**config.mk**
```make
export PLATFORM = sky130hd
export DESIGN_NAME = effect_i2s_tx
export DESIGN_NICKNAME = d
export VERILOG_FILES = /design/src/rtl/effect_i2s_tx.sv
export SDC_FILE = /design/constraint.sdc
export NUM_CORES = 1
export LEC_CHECK = 0
export ABC_AREA = 1
export ABC_CLOCK_PERIOD_IN_PS = 1800
export CORE_MARGIN = 4
export CORE_UTILIZATION = 50
export DETAILED_ROUTE_END_ITERATION = 16
export GPL_ROUTABILITY_DRIVEN = 0
export PLACE_DENSITY = 0.74
export SLEW_MARGIN = 20
export SYNTH_ARGS = -nofsm -noshare
export SYNTH_HDL_FRONTEND = slang
export SYNTH_SLANG_ARGS = --single-unit
```
**constraint.sdc**
```tcl
create_clock -name clk -period 1.8 [get_ports clk]
set_input_delay 0.36 -clock clk [delete_from_list [all_inputs] [get_ports clk]]
set_output_delay 0.36 -clock clk [all_outputs]
set_load 0.02 [all_outputs]
```
**src/rtl/effect_i2s_tx.sv**
```systemverilog
// effect_i2s_tx: mono sample handshake into a hold register, serialised as an I2S stereo frame.
module effect_i2s_tx #(
  parameter int data_width = 16,
  parameter int clk_div = 4
) (
  input  logic                  clk,
  input  logic                  reset,
  input  logic [data_width-1:0] i_data,
  input  logic                  i_data_valid,
  output logic                  o_read_done,
  output logic                  o_bclk,
  output logic                  o_lrclk,
  output logic                  o_sdata,
  output logic                  o_underrun
);
  localparam int SW = $clog2(2 * data_width);
  localparam int DW = $clog2(clk_div);
  localparam logic [SW-1:0] S_LAST = SW'(2 * data_width - 1);
  localparam logic [SW-1:0] LR_LO = SW'(data_width - 1);
  localparam logic [SW-1:0] LR_HI = SW'(2 * data_width - 2);
  localparam logic [DW-1:0] DIV_LAST = DW'(clk_div - 1);
  typedef enum logic [1:0] {H_IDLE, H_ACK, H_WAIT_LOW} hs_t;
  hs_t                    hs_q, hs_d;
  logic [data_width-1:0]  hold_q;
  logic                   hold_full_q;
  logic [DW-1:0]          div_q;
  logic [SW-1:0]          s_q, s_d;
  logic [2*data_width-1:0] frame_q;
  logic                   read_done_q, bclk_q, lrclk_q, sdata_q, underrun_q;
  logic                   capture, div_wrap, fall, load;
  always_comb begin
    capture  = (hs_q == H_IDLE) && i_data_valid && !hold_full_q;
    div_wrap = div_q == DIV_LAST;
    fall     = div_wrap && bclk_q;
    s_d      = (s_q == S_LAST) ? '0 : s_q + 1'b1;
    load     = fall && (s_d == '0);
    hs_d     = (hs_q == H_IDLE) ? (capture ? H_ACK : H_IDLE) :
               (hs_q == H_ACK)  ? H_WAIT_LOW :
               (i_data_valid ? H_WAIT_LOW : H_IDLE);
  end
  // a capture landing on the frame load is not an underrun: the old hold value goes out and the new one waits
  always_ff @(posedge clk) begin
    if (!reset) begin
      hs_q        <= H_IDLE;
      hold_q      <= '0;
      hold_full_q <= 1'b0;
      div_q       <= '0;
      s_q         <= S_LAST;
      frame_q     <= '0;
      read_done_q <= 1'b0;
      bclk_q      <= 1'b0;
      lrclk_q     <= 1'b0;
      sdata_q     <= 1'b0;
      underrun_q  <= 1'b0;
    end else begin
      hs_q        <= hs_d;
      read_done_q <= hs_d == H_ACK;
      if (capture) hold_q <= i_data;
      hold_full_q <= capture | (hold_full_q & ~load);
      underrun_q  <= underrun_q | (load & ~hold_full_q & ~capture);
      div_q       <= div_wrap ? '0 : div_q + 1'b1;
      if (div_wrap) bclk_q <= ~bclk_q;
      if (fall) begin
        s_q     <= s_d;
        lrclk_q <= (s_d >= LR_LO) && (s_d <= LR_HI);
        sdata_q <= load ? hold_q[data_width-1] : frame_q[2*data_width-2];
        frame_q <= load ? {hold_q, hold_q} : frame_q << 1;
      end
    end
  end
  assign o_read_done = read_done_q;
  assign o_bclk      = bclk_q;
  assign o_lrclk     = lrclk_q;
  assign o_sdata     = sdata_q;
  assign o_underrun  = underrun_q;
endmodule

```
==> results.json <==
{
  "outcome": "finished, violations left",
  "violations": "setup timing",
  "clk_pin_slew_ns": 0.07,
  "syn_to_final_growth_pct": 35.5,
  "intPower_mw": 2.02,
  "die_h_um": 79.3,
  "synth_area_mm2": 0.00254,
  "slew_headroom_pct": 73.5,
  "switchingPower_mw": 0.665,
  "setup_violations": 33,
  "synthAdderAreaFrac_pct": 1.48,
  "viasPerCell": 5.06,
  "crit_type": "flip-flop to flip-flop",
  "synthTopCellsByArea": "dfxtp_1, nand2_1, nand3_1, a21oi_1, o21ai_0",
  "placed_area_mm2": 0.00293,
  "synth_area_per_cell_um2": 7.19,
  "drc": 0,
  "synth_top_family_by_area": "simple AND/OR/NAND/NOR gates",
  "crit_arrival_ns": 2.20,
  "wl_um": 6390,
  "stdcell_area_mm2": 0.00344,
  "hold_depth": 1,
  "max-vdd-ir-drop_uv": 688,
  "firstDrtPassIters": 4,
  "syn_inst": 353,
  "clockPowerShare_pct": 37.0,
  "fin_util_pct": 71.4,
  "finClkSkew_ns": 0.00654,
  "clock_sinks": 62,
  "fin_nets": 422,
  "yosysWarnings": 0,
  "yosysTopAreaCell": "dfxtp_1",
  "fin_crit_sh_pct": 110,
  "synth_compound_area_share_pct": 9.31,
  "pwr-share-comb_pct": 8.5,
  "synth-edff-count": 0,
  "vias": 2385,
  "fp.dieArea_mm2": 0.00628,
  "io_buffers": 23,
  "drv_cap": 0,
  "ant_nets": 0,
  "clk_latency_ns": 0.33,
  "grt_first_pass_wirelength_um": 9710,
  "required_ns": 2.02,
  "hold_viol_final": 0,
  "grt-ovfl-total": 0,
  "powerDensity_mw_per_mm2": 782,
  "postCtsHoldBufs": 0,
  "synth.ff_latch_count": 62,
  "yosysMostFrequentCell": "nand2_1",
  "synth_common_cells": "nand2_1, dfxtp_1, inv_1",
  "drive_above_1_share_pct": 25.0,
  "cp_max_fo": 8,
  "postLayoutSetupSlackWorst_ns": -0.174,
  "grt_max_degree": 33,
  "cts_tree": "built",
  "syn_nets": 375,
  "start_util_pct": 52.7,
  "clockRootBuffer": "clkbuf_8",
  "synthArstFlopShare_pct": 0,
  "startpoint_type": "flip-flop",
  "core_area_mm2": 0.00482,
  "grt_pass1_vias": 2131,
  "setup.worst_path.end_class": "flip-flop",
  "p_leak_nw": 1.58,
  "synth_simple_gate_area_share_pct": 33.2,
  "pwr-share-seq_pct": 54.5,
  "post-dp-hpwl_um": 3420,
  "row_count": 25,
  "synthMuxAreaShare_pct": 0,
  "report.final.slew_viol_count": 0,
  "period_needed_ns": 1.97,
  "fmax_mhz": 507,
  "io-pin-count": 24,
  "ff2ff_path_depth": 14,
  "cts_max_level": 3,
  "ys_seq_area_share_pct": 48.9,
  "grt_use_total_pct": 20.0,
  "n_antenna_cell": 0,
  "numCtsBuffers": 9,
  "synth_xor_area_share_pct": 0,
  "swShare_pct": 24.7,
  "worst_pin_slew_ns": 0.397,
  "synth_cell_type_count": 28,
  "antenna_found_initial": 0,
  "drtIter0Drc": 200,
  "rsz0062_at_grt": "yes",
  "die_w_um": 79.3,
  "hp-class": "flip-flop to flip-flop",
  "wl_per_cell_um": 13.6,
  "synth_top_cell_area_share_pct": 48.9,
  "yosys_most_used_dff": "dfxtp_1",
  "cts_buffer_depth": 2
}
==> final cells by class <==
| type | instances | area [um2] |
|---|---|---|
| Fill cell | 351 | 1380 |
| Clock inverter | 5 | 27.5 |
| Clock buffer | 10 | 128 |
| Multi-Input combinational cell | 253 | 1380 |
| Timing Repair Buffer | 49 | 487 |
| Tap cell | 67 | 83.8 |
| Inverter | 25 | 96.3 |
| Sequential cell | 62 | 1240 |
==> worst max-delay path: stages (launching register included) <==
cell and delay [ns]:
dfxtp_2 0.36, ha_4 0.15, nand2_4 0.06, nor2_4 0.11, ha_4 0.16, inv_4 0.04
a21oi_4 0.16, nand2_2 0.11, nor2_8 0.19, buf_6 0.17, nand2_8 0.09, nand2_2 0.07
nand2_1 0.05, nand2_1 0.09, nand2_1 0.05
==> cell families (layout without fill, tap and decap cells) <==
logic type                 after synthesis  after routing
adders and majority gates                3              3
buffers and inverters                   41             89
AOI/OAI and AO/OA                       43             43
and+or+nand+nor                        204            207
DFF                                     62             62
==> layer usage <==
metal  up-vias  GRT usage [%]  part of all wire, %
met5         -              0                    0
met4         0           9.79                  2.5
met3        14           3.97                  5.3
met2        70           31.0                   48
met1      1094           26.5                   44
li1       1207              -                    -
==> state kept, by name, summed over array words and instances (netlist names) <==
register / flops
o_bclk: 1
o_lrclk: 1
o_sdata: 1
frame_q: 31
hs_q: 2
o_underrun: 1
hold_q: 16
s_q: 5
o_read_done: 1
hold_full_q: 1
div_q: 2
==> what timing repair did <==
item / CTS / global route
setup endpoints to repair: 32 / 35
pin swaps: 1 / 14
hold endpoints to repair: 0 / 0
setup buffers: 6 / 4
cloned: 3 / 1
gates resized for setup: 26 / 36
==> cell usage in the layout, fill, tap and decap left out, types with 2 or more instances in the layout <==
cell type	synthesis	layout
inv_2	5	4
buf_12	0	4
dfxtp_2	0	2
nand2_8	0	4
nand2_4	0	2
nand3_1	19	13
nor2_2	3	3
buf_6	3	3
nand3_4	0	2
clkbuf_8	0	9
o21ai_0	17	17
ha_4	0	2
o22a_1	2	2
a21oi_1	18	16
dfxtp_1	62	60
a21oi_2	1	2
nor2_4	0	2
buf_4	1	19
nand2_2	3	30
nand3_2	1	5
clkinv_2	0	4
inv_1	20	20
clkdlybuf4s50_1	0	23
nor2_1	10	8
nand4_1	3	3
nand2_1	161	131
==> power by group through the flow <==
stage	clock (mW)	sequential, mW	combinational (mW)
after CTS	1.01	1.46	0.217
after floorplan	0	1.49	0.114
final	0.996	1.46	0.229
after detailed placement	0	1.49	0.207
after global placement	0	1.49	0.203
after global routing	1.07	1.47	0.255
==> path summary, 6_finish.rpt <==
check                           slack, ns           startpoint                 endpoint
worst max-delay path                -0.17  s_q[0]$_SDFFE_PN1P_  frame_q[3]$_SDFFE_PN0P_
worst min-delay path                 0.43  div_q[0]$_SDFF_PP0_      div_q[0]$_SDFF_PP0_
worst max register to register      -0.17  s_q[0]$_SDFFE_PN1P_  frame_q[3]$_SDFFE_PN0P_
worst min register to register       0.43  div_q[0]$_SDFF_PP0_      div_q[0]$_SDFF_PP0_
==> per-stage QoR <==
stage | total power, mW | setup slack [ns] | hold WS (ns) | std cells | setup TNS [ns]
final | 2.69 | -0.174 | 0.430 | 471 | -3.75
after global routing | 2.80 | -0.292 | 0.461 | 471 | -7.64
after CTS | 2.69 | -0.0662 | 0.434 | 467 | -1.34
after detailed placement | 1.70 | -0.100 | 0.424 | 443 | -2.51
after global placement | 1.69 | -0.0577 | 0.412 | 443 | -1.08
after floorplan | 1.60 | 0.0101 | 0.404 | 353 | 0
Note: power is estimated with default switching activity, not from simulation.
